`src/rtl/mem_arb_pkg.sv`:
```
// Shared types and constants for the memory bus arbiter and its tag owner table.
// Defaults `XLEN to 64 when the build does not supply it.
`ifndef XLEN
`define XLEN 64
`endif

package mem_arb_pkg;
   localparam int TAG_BITS = 4;
   localparam logic [TAG_BITS-1:0] NO_TAG = 4'd0;

   localparam logic [1:0] BUS_NONE  = 2'd0;
   localparam logic [1:0] BUS_LOAD  = 2'd1;
   localparam logic [1:0] BUS_STORE = 2'd2;

   typedef enum logic [1:0] {
      ARB_IDLE   = 2'd0,
      ARB_LOCK_I = 2'd1,
      ARB_LOCK_D = 2'd2
   } arb_state_t;

   typedef enum logic {
      REQ_ICACHE = 1'b0,
      REQ_DCACHE = 1'b1
   } requester_t;
endpackage

```
`src/rtl/mem_tag_owner_table.sv`:
```
// Tracks which requester owns each outstanding load tag.
// A return clears its entry; a same-cycle set of the same tag takes precedence.
module mem_tag_owner_table
   import mem_arb_pkg::*;
#(
   parameter int NUM_TAGS = 16
) (
   input  logic                clk,
   input  logic                reset_n,
   input  logic                set_en,
   input  logic [TAG_BITS-1:0] set_tag,
   input  requester_t          set_owner,
   input  logic [TAG_BITS-1:0] ret_tag,
   output logic                ret_hit,
   output requester_t          ret_owner,
   output logic                orphan
);

   logic [NUM_TAGS-1:0] valid_r;
   logic [NUM_TAGS-1:0] owner_r;

   // Lookup of the returning tag against the current (pre-update) table
   always_comb begin
      ret_hit   = 1'b0;
      ret_owner = REQ_ICACHE;
      orphan    = 1'b0;
      if (ret_tag != NO_TAG) begin
         ret_hit   = valid_r[ret_tag];
         ret_owner = requester_t'(owner_r[ret_tag]);
         orphan    = ~valid_r[ret_tag];
      end else begin
         ret_hit = 1'b0;
      end
   end

   // Table update: clear on return first, so a new accept of the same tag survives
   always_ff @(posedge clk) begin
      if (!reset_n) begin
         valid_r <= {NUM_TAGS{1'b0}};
         owner_r <= {NUM_TAGS{1'b0}};
      end else begin
         if (ret_tag != NO_TAG) begin
            valid_r[ret_tag] <= 1'b0;
         end
         if (set_en) begin
            valid_r[set_tag] <= 1'b1;
            owner_r[set_tag] <= set_owner;
         end
      end
   end

endmodule

```
`src/rtl/mem_bus_arbiter.sv`:
```
// Shares one tagged memory bus between icache and dcache with starvation guard and refusal lock.
// Optional statistics counters are enabled with `define MEM_ARB_STATS_EN.
`ifndef XLEN
`define XLEN 64
`endif

module mem_bus_arbiter
   import mem_arb_pkg::*;
#(
   parameter int NUM_TAGS   = 16,
   parameter int STARVE_MAX = 8
) (
   input  logic                clk,
   input  logic                reset_n,
   input  logic [1:0]          icache_command,
   input  logic [`XLEN-1:0]    icache_addr,
   input  logic [1:0]          dcache_command,
   input  logic [`XLEN-1:0]    dcache_addr,
   input  logic [63:0]         dcache_data,
   output logic [TAG_BITS-1:0] icache_response,
   output logic [TAG_BITS-1:0] dcache_response,
   output logic [TAG_BITS-1:0] icache_tag,
   output logic [TAG_BITS-1:0] dcache_tag,
   output logic [63:0]         mem_data_out,
   output logic [1:0]          proc2mem_command,
   output logic [`XLEN-1:0]    proc2mem_addr,
   output logic [63:0]         proc2mem_data,
   input  logic [TAG_BITS-1:0] mem2proc_response,
   input  logic [63:0]         mem2proc_data,
   input  logic [TAG_BITS-1:0] mem2proc_tag,
   output logic                orphan_tag
`ifdef MEM_ARB_STATS_EN
   ,
   output logic [31:0]         icache_grant_cnt,
   output logic [31:0]         dcache_grant_cnt,
   output logic [31:0]         lock_cycle_cnt
`endif
);

   localparam int CNT_W = $clog2(STARVE_MAX + 1);
   localparam logic [CNT_W-1:0] STARVE_LIM = CNT_W'(STARVE_MAX);

   arb_state_t       state_r, state_nxt_s;
   logic [CNT_W-1:0] starve_r, starve_nxt_s;
   logic             ic_req_s, dc_req_s;
   logic             idle_valid_s, grant_valid_s;
   requester_t       idle_owner_s, grant_owner_s;
   logic             accepted_s, set_en_s, ret_hit_s, orphan_s;
   requester_t       ret_owner_s;

   assign ic_req_s = (icache_command != BUS_NONE);
   assign dc_req_s = (dcache_command != BUS_NONE);

   // Grant selection and next state; a lock only holds while its owner keeps requesting
   always_comb begin
      idle_valid_s  = ic_req_s | dc_req_s;
      idle_owner_s  = REQ_ICACHE;
      if (ic_req_s && (starve_r == STARVE_LIM)) begin
         idle_owner_s = REQ_ICACHE;
      end else if (dc_req_s) begin
         idle_owner_s = REQ_DCACHE;
      end else begin
         idle_owner_s = REQ_ICACHE;
      end
      grant_valid_s = idle_valid_s;
      grant_owner_s = idle_owner_s;
      case (state_r)
         ARB_LOCK_I: if (ic_req_s) begin
                        grant_valid_s = 1'b1;
                        grant_owner_s = REQ_ICACHE;
                     end else begin
                        grant_owner_s = idle_owner_s;
                     end
         ARB_LOCK_D: if (dc_req_s) begin
                        grant_valid_s = 1'b1;
                        grant_owner_s = REQ_DCACHE;
                     end else begin
                        grant_owner_s = idle_owner_s;
                     end
         ARB_IDLE:   grant_owner_s = idle_owner_s;
         default:    grant_owner_s = idle_owner_s;
      endcase
      state_nxt_s = ARB_IDLE;
      if (grant_valid_s && (mem2proc_response == NO_TAG)) begin
         state_nxt_s = (grant_owner_s == REQ_ICACHE) ? ARB_LOCK_I : ARB_LOCK_D;
      end else begin
         state_nxt_s = ARB_IDLE;
      end
   end

   // Forward the granted command and route the memory response back to it
   always_comb begin
      proc2mem_command = BUS_NONE;
      proc2mem_addr    = {`XLEN{1'b0}};
      proc2mem_data    = 64'd0;
      icache_response  = NO_TAG;
      dcache_response  = NO_TAG;
      if (grant_valid_s && (grant_owner_s == REQ_DCACHE)) begin
         proc2mem_command = dcache_command;
         proc2mem_addr    = dcache_addr;
         proc2mem_data    = dcache_data;
         dcache_response  = mem2proc_response;
      end else if (grant_valid_s) begin
         proc2mem_command = icache_command;
         proc2mem_addr    = icache_addr;
         icache_response  = mem2proc_response;
      end else begin
         proc2mem_command = BUS_NONE;
      end
      accepted_s   = grant_valid_s && (mem2proc_response != NO_TAG);
      set_en_s     = accepted_s && (proc2mem_command == BUS_LOAD);
      starve_nxt_s = starve_r;
      if (!ic_req_s || (grant_valid_s && (grant_owner_s == REQ_ICACHE))) begin
         starve_nxt_s = {CNT_W{1'b0}};
      end else if (starve_r != STARVE_LIM) begin
         starve_nxt_s = starve_r + CNT_W'(1'b1);
      end else begin
         starve_nxt_s = starve_r;
      end
   end

   // State and starvation counter registers
   always_ff @(posedge clk) begin
      if (!reset_n) begin
         state_r  <= ARB_IDLE;
         starve_r <= {CNT_W{1'b0}};
      end else begin
         state_r  <= state_nxt_s;
         starve_r <= starve_nxt_s;
      end
   end

   mem_tag_owner_table #(.NUM_TAGS(NUM_TAGS)) u_owner_table (
      .clk       (clk),
      .reset_n   (reset_n),
      .set_en    (set_en_s),
      .set_tag   (mem2proc_response),
      .set_owner (grant_owner_s),
      .ret_tag   (mem2proc_tag),
      .ret_hit   (ret_hit_s),
      .ret_owner (ret_owner_s),
      .orphan    (orphan_s)
   );

   assign icache_tag   = (ret_hit_s && (ret_owner_s == REQ_ICACHE)) ? mem2proc_tag : NO_TAG;
   assign dcache_tag   = (ret_hit_s && (ret_owner_s == REQ_DCACHE)) ? mem2proc_tag : NO_TAG;
   assign orphan_tag   = orphan_s & reset_n;
   assign mem_data_out = mem2proc_data;

`ifdef MEM_ARB_STATS_EN
   // Accepted-command and lock-occupancy counters, wrapping modulo 2^32
   always_ff @(posedge clk) begin
      if (!reset_n) begin
         icache_grant_cnt <= 32'd0;
         dcache_grant_cnt <= 32'd0;
         lock_cycle_cnt   <= 32'd0;
      end else begin
         if (accepted_s && (grant_owner_s == REQ_ICACHE)) begin
            icache_grant_cnt <= icache_grant_cnt + 32'd1;
         end
         if (accepted_s && (grant_owner_s == REQ_DCACHE)) begin
            dcache_grant_cnt <= dcache_grant_cnt + 32'd1;
         end
         if (state_r != ARB_IDLE) begin
            lock_cycle_cnt <= lock_cycle_cnt + 32'd1;
         end
      end
   end
`endif

endmodule

```
`config.mk`:
```
export PLATFORM = sky130hd
export DESIGN_NAME = mem_bus_arbiter
export DESIGN_NICKNAME = d
export VERILOG_FILES = /design/src/rtl/mem_arb_pkg.sv /design/src/rtl/mem_tag_owner_table.sv /design/src/rtl/mem_bus_arbiter.sv
export SDC_FILE = /design/constraint.sdc
export NUM_CORES = 1
export LEC_CHECK = 0
export ABC_AREA = 1
export BUFFER_PORTS_ARGS = -buffer_cell sky130_fd_sc_hd__buf_2
export CAP_MARGIN = 20
export CORE_AREA = 3 3 186 188
export CTS_CLUSTER_DIAMETER = 40
export CTS_CLUSTER_SIZE = 12
export DETAILED_ROUTE_END_ITERATION = 12
export DIE_AREA = 0 0 189 191
export PLACE_DENSITY_LB_ADDON = 0.15
export SKIP_LAST_GASP = 1
export SLEW_MARGIN = 20
export SYNTH_ARGS = -nofsm -noshare
export SYNTH_HDL_FRONTEND = slang
export SYNTH_SLANG_ARGS = --single-unit
export TNS_END_PERCENT = 100
```
`constraint.sdc`:
```
create_clock -name clk -period 2.9 [get_ports clk]
set_input_delay 0.58 -clock clk [delete_from_list [all_inputs] [get_ports clk]]
set_output_delay 0.58 -clock clk [all_outputs]
set_load 0.05 [all_outputs]
```
==> flow_summary.toml <==
[power_and_ir_drop]
swShare_pct = 44.8
p_clk_share_pct = 26.5
p_sw_w = 0.00124
pwr-share-comb_pct = 54.2
power.density_mw_per_mm2 = 419
seqPwrFrac_pct = 19.3
ir_drop_uv = 318
leakage_nw = 3.58
p_int_w = 0.00153

[sta]
slew_headroom_pct = 59.6
fin_crit_sh_pct = 97.3
drv_slew = 0
holdWs_ps = 428
final.min_clock_period_ps = 2820
skew_ps = 8.44
setup_viol = 0
tns_ps = 0
max_freq_ghz = 0.354
worstMarginPinSlew_ps = 605
hold_viol_final = 0
rsz0062_at_grt = "yes"

[place]
portBuffers = 352
gp_congestion = 0.835
hpwl_mm = 23.0

[clocking]
cts_hold_buf = 0
clkSlewWorstSetupHoldPaths_ps = 70
root_buffer = "clkbuf_16"
clockBufferDepth = 2
clock-sinks = 38
cts_tree = "yes"
clock_latency_ps = 290
h-tree-depth = 2
cts_inserted_buffers = 5

[synthesis]
synth_simple_gate_area_share_pct = 27.9
avgSynthCellArea_um2 = 6.28
yosys_register_bits = 38
synth_area_leader_cell = "dfxtp_1"
synth_xor_area_share_pct = 0.456
synth_compound_area_share_pct = 22.1
synth_top_family_by_area = "buffers and inverters"
ys_types = 30
yosysWarnings = 0
synth_fa_ha_area_share_pct = 1.30
synth_mux_area_share_pct = 0
synth_area_leaders = "dfxtp_1 (20%), a22o_1 (15%), nor2_1 (13%), buf_4 (13%), inv_1 (12%)"
ys_seq_area_share_pct = 19.8
netlist_instances = 611
synth_top_area_share_pct = 19.8
syn_nets = 885
syn-cell-area_mm2 = 0.00384

[setup_path]
required_ps = 2320
critPathMaxFanout = 37
start_kind = "flop"
path_class = "reg -> out"
cp-end-kind = "output pin"
crit_arrival_ps = 2240

[floorplanning]
die-area_mm2 = 0.0361
ios = 481
coreArea_mm2 = 0.0333
die_w_um = 189
rows = 67
die_h_um = 191
floorplan.initialDensity_pct = 11.5

[global_route]
grt_pass1_vias = 4975
antenna_found_initial = 1
overflow = 0
grt_use_total_pct = 13.9
grt_pass1_wl_mm = 36.2
grt_start_max_net_pins = 72

[layout]
syn2layout_area_growth_pct = 71.9
most-common-layout-cells = "buf_2 (276), nor2_1 (133), inv_1 (118)"
layout_commonest_cell = "buf_2"
fin_nets = 1166
diodes = 0
drive_above_1_share_pct = 44.8
fillers = 3858

[detailed_routing]
wl_per_cell_um = 19.9
route.vias.total = 4988
drt_pre_antenna_iters = 4
finalWirelength_mm = 26.6
dr.first_iter.drc_count = 202
final_antenna_net_count = 0
drc = 0
vias_per_cell = 3.72

[hold_path]
hp-class = "reg -> reg"

[run]
maxCapViolations = 0

[status]
status = "completed"
-- cells by family after synthesis --
kind of cell,Yosys count
AO/OA/AOI/OAI,113
adder cells (fa/ha/maj),4
AND/OR/NAND/NOR,241
XOR/XNOR,2
buffers and inverters,213
flip-flops,38
-- synth_stat cells, drive strengths merged --
cell type  instances
dfxtp             38
nand3              6
a21oi             18
clkbuf             3
xor2               1
or2                1
buf               89
ha                 4
o21ai             16
nor3               3
inv              120
nor2             138
nand4             18
xnor2              1
a22o              64
a22oi             15
nand2             75
clkinv             1
-- flip-flops by register name, indices dropped and copies added, names as in the netlist --
signal / flops
starve_r: 4
state_r: 2
u_owner_table.owner_r: 16
u_owner_table.valid_r: 16
-- metrics by stage --
step	utilization (%)	cells	cell area (um^2)	power (W)	setup WS, ps
floorplan	-	611	3840	0.00162	48.3
global placement	19.0	1333	6310	0.00205	205
detailed placement	19.0	1333	6310	0.00204	233
CTS	19.5	1341	6500	0.00279	22.3
global route	19.8	1341	6600	0.00289	-56.3
finish	19.8	1341	6600	0.00277	77.3
-- critical path: stages (launching register included) --
cell     delay [ps]
dfxtp_1         350
inv_1            50
ha_1            300
nor2_1          110
nand2_1         150
nand3_4         150
o21ai_2          70
inv_2           100
buf_12          190
a22o_1          180
buf_2           280
-- final timing paths --
path | cells after the start | endpoint | startpoint | slack [ps]
max reg2reg | 12 | u_owner_table.owner_r[15] | state_r[0] | 440
min | 2 | u_owner_table.valid_r[0] | u_owner_table.valid_r[0] | 430
min reg2reg | 2 | u_owner_table.valid_r[0] | u_owner_table.valid_r[0] | 430
max | 10 | proc2mem_addr[41] | state_r[0] | 80
-- final cells by class --
type / count / area, um^2 / area share, %
clock buffers: 5 / 125 / 1.90
clock inverters: 3 / 68.8 / 1.04
inverters: 121 / 454 / 6.89
multi-input cells: 360 / 1990 / 30.2
flip-flops and latches: 38 / 761 / 11.5
well taps: 448 / 561 / 8.50
repair buffers: 366 / 2640 / 40.0
-- routing by layer --
layer | wire [um] | vias up | GRT usage, %
li1 | - | 2428 | -
met1 | 9910 | 2255 | 15.0
met2 | 13900 | 287 | 26.6
met3 | 2460 | 16 | 4.49
met4 | 369 | 2 | 2.35
met5 | 10 | - | 0
-- timing repair --
action | in CTS | in global routing
buffers inserted | 0 | 0
gates resized for setup | 0 | 38
setup endpoints to repair | 0 | 54
endpoints found under the hold margin | 0 | 0
-- power groups by stage --
stage,logic [W],clock network (W),registers (W)
6_report,0.00150,0.000734,0.000533
5_1_grt,0.00158,0.000775,0.000534
4_1_cts,0.00151,0.000750,0.000533
3_5_place_dp,0.00150,0,0.000545
3_3_place_gp,0.00151,0,0.000545
2_1_floorplan,0.00108,0,0.000543
Note: power is estimated with default switching activity, not from simulation.
